===== src/rtl/uart_tx_frame_pkg.sv =====
// Shared UART definitions: parity modes, TX state encoding and frame-format limits.
// Used by the transmitter now and by the parametrised receiver later.
package uart_pkg;

  localparam int PAR_NONE = 0;
  localparam int PAR_ODD  = 1;
  localparam int PAR_EVEN = 2;

  localparam int DATA_BITS_MIN = 5;
  localparam int DATA_BITS_MAX = 9;
  localparam int STOP_BITS_MIN = 1;
  localparam int STOP_BITS_MAX = 2;

  typedef enum logic [2:0] {
    IDLE,
    ARM,
    START,
    DATA,
    PARITY,
    STOP
  } txState_t;

  // dataXor is the XOR of all data bits; odd parity inverts it so the frame has an odd count of ones.
  function automatic logic parityBit(input int mode, input logic dataXor);
    if (mode == PAR_ODD)  return ~dataXor;
    if (mode == PAR_EVEN) return dataXor;
    return 1'b0;
  endfunction

  function automatic bit frameParamsLegal(input int dataBits, input int parityMode,
                                          input int stopBits, input int msbFirst);
    return (dataBits >= DATA_BITS_MIN) && (dataBits <= DATA_BITS_MAX) &&
           (stopBits >= STOP_BITS_MIN) && (stopBits <= STOP_BITS_MAX) &&
           (parityMode >= PAR_NONE) && (parityMode <= PAR_EVEN) &&
           ((msbFirst == 0) || (msbFirst == 1));
  endfunction

endpackage


===== src/rtl/uart_tx_frame_if.sv =====
// Word handshake between the TX FIFO read side and the UART transmitter.
// The transmitter is the slave: it raises oTX_READY only while idle.
interface uart_tx_frame_if #(
  parameter int DATA_BITS = 8
);
  logic                 iTX_VALID;
  logic [DATA_BITS-1:0] iTX_FIFO_DATA;
  logic                 oTX_READY;

  modport master (output iTX_VALID, output iTX_FIFO_DATA, input oTX_READY);
  modport slave  (input iTX_VALID, input iTX_FIFO_DATA, output oTX_READY);
endinterface


===== src/rtl/uart_tx_frame.sv =====
// UART transmitter: accepts one word per valid/ready handshake and sends start/data/parity/stop, one bit per iBAUD_TICK.
// Line is registered; the start bit begins at the first tick after accept; oTX_READY stays low until the last stop tick.
module uart_tx_frame
  import uart_pkg::*;
#(
  parameter int DATA_BITS   = 8,
  parameter int PARITY_MODE = PAR_NONE,
  parameter int STOP_BITS   = 1,
  parameter int MSB_FIRST   = 0
) (
  input  logic           clk,
  input  logic           reset,
  input  logic           iBAUD_TICK,
  uart_tx_frame_if.slave txIf,
  output logic           oTX_DATA,
  output logic           oTX_BUSY,
  output logic           oTX_DONE
);

  localparam int CNT_W = $clog2(DATA_BITS);

  if (!frameParamsLegal(DATA_BITS, PARITY_MODE, STOP_BITS, MSB_FIRST)) begin : gBadParams
    $error("uart_tx_frame: illegal frame format parameters");
  end

  txState_t             state, stateNxt;
  logic [DATA_BITS-1:0] shiftReg, shiftNxt, shifted;
  logic [CNT_W-1:0]     bitCnt, bitCntNxt;
  logic                 stopCnt, stopCntNxt;
  logic                 parReg, parNxt;
  logic                 lineNxt, doneNxt;
  logic                 accept, nextBit;

  assign txIf.oTX_READY = (state == IDLE);
  assign accept         = txIf.iTX_VALID && txIf.oTX_READY;
  // The done cycle is already IDLE but still counts as busy.
  assign oTX_BUSY       = (state != IDLE) || oTX_DONE;

  if (MSB_FIRST != 0) begin : gMsbFirst
    assign nextBit = shiftReg[DATA_BITS-1];
    assign shifted = {shiftReg[DATA_BITS-2:0], 1'b0};
  end else begin : gLsbFirst
    assign nextBit = shiftReg[0];
    assign shifted = {1'b0, shiftReg[DATA_BITS-1:1]};
  end

  always_ff @(posedge clk or negedge reset) begin
    if (!reset) begin
      state    <= IDLE;
      shiftReg <= '0;
      bitCnt   <= '0;
      stopCnt  <= 1'b0;
      parReg   <= 1'b0;
      oTX_DATA <= 1'b1;
      oTX_DONE <= 1'b0;
    end else begin
      state    <= stateNxt;
      shiftReg <= shiftNxt;
      bitCnt   <= bitCntNxt;
      stopCnt  <= stopCntNxt;
      parReg   <= parNxt;
      oTX_DATA <= lineNxt;
      oTX_DONE <= doneNxt;
    end
  end

  always_comb begin
    stateNxt   = state;
    shiftNxt   = shiftReg;
    bitCntNxt  = bitCnt;
    stopCntNxt = stopCnt;
    parNxt     = parReg;
    lineNxt    = oTX_DATA;
    doneNxt    = 1'b0;
    case (state)
      IDLE: begin
        lineNxt = 1'b1;
        if (accept) begin
          shiftNxt = txIf.iTX_FIFO_DATA;
          parNxt   = parityBit(PARITY_MODE, ^txIf.iTX_FIFO_DATA);
          stateNxt = ARM;
        end
      end
      ARM: begin
        if (iBAUD_TICK) begin
          stateNxt = START;
          lineNxt  = 1'b0;
        end
      end
      START: begin
        if (iBAUD_TICK) begin
          stateNxt  = DATA;
          lineNxt   = nextBit;
          shiftNxt  = shifted;
          bitCntNxt = CNT_W'(DATA_BITS - 1);
        end
      end
      DATA: begin
        if (iBAUD_TICK) begin
          if (bitCnt == '0) begin
            if (PARITY_MODE != PAR_NONE) begin
              stateNxt = PARITY;
              lineNxt  = parReg;
            end else begin
              stateNxt   = STOP;
              lineNxt    = 1'b1;
              stopCntNxt = 1'(STOP_BITS - 1);
            end
          end else begin
            lineNxt   = nextBit;
            shiftNxt  = shifted;
            bitCntNxt = bitCnt - CNT_W'(1);
          end
        end
      end
      PARITY: begin
        if (iBAUD_TICK) begin
          stateNxt   = STOP;
          lineNxt    = 1'b1;
          stopCntNxt = 1'(STOP_BITS - 1);
        end
      end
      STOP: begin
        if (iBAUD_TICK) begin
          if (stopCnt == 1'b0) begin
            stateNxt = IDLE;
            doneNxt  = 1'b1;
          end else begin
            stopCntNxt = 1'b0;
          end
        end
      end
      default: stateNxt = IDLE;
    endcase
  end

endmodule

===== src/flat_wrapper.sv =====
// flat-port wrapper written by rule: the top's interface ports become plain ports
module uart_tx_frame_flat import uart_pkg::*;
#(
  parameter int DATA_BITS   = 8,
  parameter int PARITY_MODE = PAR_NONE,
  parameter int STOP_BITS   = 1,
  parameter int MSB_FIRST   = 0
)
  (clk, reset, iBAUD_TICK, oTX_DATA, oTX_BUSY, oTX_DONE, txIf_iTX_VALID, txIf_iTX_FIFO_DATA, txIf_oTX_READY);
  uart_tx_frame_if #(.DATA_BITS(DATA_BITS)) txIf_i ();
  input  logic clk;
  input  logic reset;
  input  logic iBAUD_TICK;
  output logic oTX_DATA;
  output logic oTX_BUSY;
  output logic oTX_DONE;
  input wire logic [$bits(txIf_i.iTX_VALID)-1:0] txIf_iTX_VALID;
  input wire logic [$bits(txIf_i.iTX_FIFO_DATA)-1:0] txIf_iTX_FIFO_DATA;
  output wire logic [$bits(txIf_i.oTX_READY)-1:0] txIf_oTX_READY;
  assign txIf_i.iTX_VALID = txIf_iTX_VALID;
  assign txIf_i.iTX_FIFO_DATA = txIf_iTX_FIFO_DATA;
  assign txIf_oTX_READY = txIf_i.oTX_READY;
  uart_tx_frame #(.DATA_BITS(DATA_BITS), .PARITY_MODE(PARITY_MODE), .STOP_BITS(STOP_BITS), .MSB_FIRST(MSB_FIRST)) u_core (.clk(clk), .reset(reset), .iBAUD_TICK(iBAUD_TICK), .txIf(txIf_i), .oTX_DATA(oTX_DATA), .oTX_BUSY(oTX_BUSY), .oTX_DONE(oTX_DONE));
endmodule

===== config.mk =====
export PLATFORM = sky130hd
export DESIGN_NAME = uart_tx_frame_flat
export DESIGN_NICKNAME = d
export VERILOG_FILES = /design/src/rtl/uart_tx_frame_pkg.sv /design/src/rtl/uart_tx_frame_if.sv /design/src/rtl/uart_tx_frame.sv /design/src/flat_wrapper.sv
export SDC_FILE = /design/constraint.sdc
export NUM_CORES = 1
export LEC_CHECK = 0
export ABC_AREA = 0
export CAP_MARGIN = 20
export CORE_MARGIN = 2
export CORE_UTILIZATION = 30
export DETAILED_ROUTE_END_ITERATION = 10
export PLACE_DENSITY = 0.51
export SYNTH_ARGS = -nofsm -noshare
export SYNTH_HDL_FRONTEND = slang
export SYNTH_SLANG_ARGS = --single-unit

===== constraint.sdc =====
create_clock -name clk -period 1.57 [get_ports clk]
set_input_delay 0.2355 -clock clk [delete_from_list [all_inputs] [get_ports clk]]
set_output_delay 0.2355 -clock clk [all_outputs]
set_load 0.03 [all_outputs]

Word level (Yosys, flattened, before mapping)
Index checks and enable logic that the tools add are counted. Widths: inputs -> output; s select.

Muxes and demuxes: 30. Add/sub/neg operators: 1. Equality and inequality tests: 15. Reduce and logical (&&, ||, !) cells: 15.

Operator list (number): $mux 3 (11); $mux 8 (4); $pmux 8 s3 (1); $pmux 3 s6 (1); $ne 2x2->1 const B (8); $mux 1 (10); $reduce_and 5->1 (2); $reduce_and 4->1 (2); $reduce_and 8->1 (1); $eq 3x2->1 const B (2); $eq 3x3->1 const B (2); $logic_not 3->1 (2); $pmux 3 s2 (1); $reduce_bool 3->1 (2); $pmux 1 s5 (1); $reduce_bool 5->1 (1); $ne 2x1->1 const B (2); $reduce_bool 2->1 (2); $eq 3x1->1 const B (1); $sub 3x1->3 const B (1); $pmux 1 s2 (1); $reduce_or 2->1 (1); $logic_and 1x1->1 (1); $logic_or 1x1->1 (1).

Register bits: 17. Logic and storage cells: 67.

Depth between registers and ports, before layout
Depth in word-level cells: 4. Mapped depth: 7. Depth with buffers taken out: 6.

Least setup slack after synthesis
Ideal clock, no wire load.

Path kind: register to output. Start: reg u_core.state[1]. End: out oTX_BUSY. Path buffers: 1. Stages on the path, launching flop included: 4. Slack: -0.418 ns. Data arrival time: 1.753 ns. Path through: dfrtp_1 -> clkbuf_1 -> nor3_1 -> nand2b_1.

Longest elaborated chain between the ends: 2.

RTL lines: from (decl) (RTL line uart_tx_frame.sv:26) `txState_t state, stateNxt;`; from (signal assigned) (RTL line uart_tx_frame.sv:57) `state <= stateNxt;`; $reduce_bool 3->1 (RTL line uart_tx_frame.sv:37) `assign oTX_BUSY = (state != IDLE) || oTX_DONE;`; $logic_or 1x1->1 (RTL line uart_tx_frame.sv:37); to (decl) (RTL line flat_wrapper.sv:15) `output logic oTX_BUSY;`.

Every way passes these cells.

Worst setup path in the final report
Start: reg u_core.bitCnt[1]. End: reg u_core.shiftReg[5].

Longest elaborated chain between the ends: 3.

RTL lines: from (decl) (RTL line uart_tx_frame.sv:28) `logic [CNT_W-1:0] bitCnt, bitCntNxt;`; from (signal assigned) (RTL line uart_tx_frame.sv:59) `bitCnt <= bitCntNxt;`; $logic_not 3->1 (RTL line uart_tx_frame.sv:100) `if (bitCnt == '0) begin`; $ne 2x2->1 (no line); $reduce_and 5->1 (no line); to (signal assigned) (RTL line uart_tx_frame.sv:58) `shiftReg <= shiftNxt;`; to (decl) (RTL line uart_tx_frame.sv:27) `logic [DATA_BITS-1:0] shiftReg, shiftNxt, shifted;`.

Every way passes these cells. A chain may end at the register's enable or synchronous reset.

==> qor.yml <==
synthesis:
  yosysMostFrequentCell: "dfrtp_1"
  synth_cell_types: 23
  synth_top_area_share: 0.424
  synth_edf_count: 0
  syn_inst: 81
  synth_largest_area_cell: "dfrtp_1"
  syn_avg_cell_area_um2: 10.9
  synth_area_leaders: "dfrtp_1 42%, mux2_4 12%, mux2_2 7.6%"
  synthTopCellsByCount: "15 x dfrtp_1, 8 x a21oi_1, 7 x mux2_4"
  synthFlopType: "dfrtp_1"
  yosysSeqAreaShare: 0.453
  syn_area_um2: 886
  yosys_warnings: 0
  synth-async-reset-ratio: 1.00
  ys_seq_elements: 16
  syn_nets: 95
detailed_routing:
  firstDrtPassIters: 4
  route.detailed.drc: 0
  wirelength_um: 1880
  via_per_inst: 4.89
  routedWlPerCell_um: 13.2
  ant_nets: 0
  vias: 695
  drt_iter0_markers: 31
timing:
  slew_headroom: 0.784
  finalCriticalPeriod_ps: 1670
  setup_slack_ps: -98.2
  setup_violations: 8
  worstMarginPinSlew_ps: 324
  rsz0062_at_grt: "true"
  skew_ps: 4.39
  hold_viol_final: 0
  finalCritPeriodShare: 1.06
  max_clock_freq_mhz: 599
  slew_viol_final: 0
worst_setup_path:
  required_ps: 1750
  critPathMaxFanout: 8
  slowest_delay_ps: 400
  cp_slowest_cell: "a211o_4"
  worstSetupPathType: "reg -> reg"
  cp-end-kind: "register"
  cp-start-kind: "register"
  worstPathArrival_ps: 1850
  crit_chain: "inv_2 > ha_4 > nor2b_4 > nand2b_4 > a211o_4 > mux2_4"
global_route:
  grt_pass1_wl_um: 3090
  grt.busiest_layer: "met2"
  overflow: 0
  grtUsageTotal: 0.119
  grt_max_degree: 12
  grtUsageMet2: 0.189
  antenna_found_initial: 0
  use_met3: 0.0220
  grt_pass1_vias: 713
  use_met1: 0.158
clocking:
  cts_tree: "built"
  clkLatencyLatePin_ps: 280
  h-tree-depth: 1
  clock_path_buffers: 2
  clk_pin_slew_ps: 100
  clkSinkCount: 16
  cts_inserted_buffers: 3
  cts_root_buf: "clkbuf_4"
finish:
  antenna_cells: 0
  area_growth_pct: 39.1
  nets: 126
  stdcell_count: 142
  drive_gt1_frac: 0.405
  final_area_mm2: 0.00123
die:
  row_count: 19
  dieHeight_um: 58.3
  coreArea_mm2: 0.00278
  initial_utilization: 0.318
  die_area_mm2: 0.00340
  dieWidth_um: 58.3
  ioPinCount: 16
placed_design:
  numPortBuffers: 15
  dpl.hpwl_um: 1300
  place.gp.congestion: 0.690
  postPlaceCellArea_mm2: 0.00116
  placed_cells: 135
status:
  violations: "negative setup slack"
  status: "finished with violations"
power:
  vdd_drop_max_uv: 844
  power.leakage_nw: 0.564
  power_density_mw_per_mm2: 1760
  p_total_mw: 2.17
min_path:
  holdCritPathClass: "in -> async"
job:
  maxCapViolCount: 0
-- layout by cell type, fill, tap and decap left out, types with 4 or more instances in the layout --
cell	n
nand2_1	4
o21ai_0	5
clkdlybuf4s50_1	11
dfrtp_1	12
a21oi_1	8
mux2_2	6
nor2_1	4
mux2_4	7
buf_4	17
-- metrics by stage --
stage	hold slack, ps	TNS [ps]	setup slack, ps	util
after floorplan	-60.1	-430	-61.4	-
after global placement	496	-1410	-181	0.416
after detailed placement	490	-1530	-198	0.416
after CTS	176	-770	-105	0.438
after global routing	189	-1120	-148	0.443
final	176	-712	-98.2	0.443
-- power breakdown --
part	total, mW	internal (mW)	switching (mW)
clock	0.234	0.0986	0.136
sequential	0.738	0.601	0.136
combinational	1.20	0.707	0.492
-- registers in the layout, indices dropped and copies added, names as in the netlist --
register / cells
u_core.shiftReg: 8
u_core.bitCnt: 3
u_core.state: 3
u_core.oTX_DATA: 1
u_core.oTX_DONE: 1
-- layout make-up --
cell class | instances | area [um2]
Fill cell | 281 | 1550
Clock buffer | 4 | 26.3
Timing Repair Buffer | 31 | 264
Multi-Input combinational cell | 56 | 483
Tap cell | 31 | 38.8
Sequential cell | 16 | 405
Inverter | 4 | 15.0
-- critical path: cells and delay by family, from the launching register on --
kind	cells	cell delay (ps)
muxes	1	320
AOI/OAI and AO/OA	1	400
and+or+nand+nor	2	260
buffers and inverters	1	60
adders and majority gates	1	150
DFF	1	370
-- cells by family after synthesis --
logic type	synth area share
adders and majority gates	0.0282
and+or+nand+nor	0.144
muxes	0.218
buffers and inverters	0.0466
DFF	0.453
AOI/OAI and AO/OA	0.110
-- path summary, 6_finish.rpt --
check	startpoint	to	slack, ps	depth (start not counted)
worst max register to register	u_core.bitCnt[1]$_DFFE_PN0P_	u_core.shiftReg[5]$_DFFE_PN0P_	-100	6
worst max-delay path	u_core.bitCnt[1]$_DFFE_PN0P_	u_core.shiftReg[5]$_DFFE_PN0P_	-100	6
max in group asynchronous	reset	u_core.shiftReg[4]$_DFFE_PN0P_	950	2
min in group clk	txIf_iTX_FIFO_DATA[7]	u_core.shiftReg[7]$_DFFE_PN0P_	520	3
worst min-delay path	reset	u_core.bitCnt[2]$_DFFE_PN0P_	180	1
worst min register to register	u_core.shiftReg[6]$_DFFE_PN0P_	u_core.shiftReg[6]$_DFFE_PN0P_	520	1
-- repair_timing --
item | CTS | global route
hold buffers | 0 | 0
pin swaps | 2 | 2
endpoints found under the hold margin | 0 | 0
setup endpoints to repair | 10 | 10
gates resized for setup | 11 | 5
gates cloned | 0 | 0
buffers inserted | 1 | 2
-- per-layer routing --
| layer | routed length, um | part of all wire |
|---|---|---|
| met3 | 103 | 0.055 |
| met2 | 873 | 0.46 |
| met5 | 0 | 0 |
| met4 | 13 | 0.0069 |
| met1 | 887 | 0.47 |
Note: power is estimated with default switching activity, not from simulation.
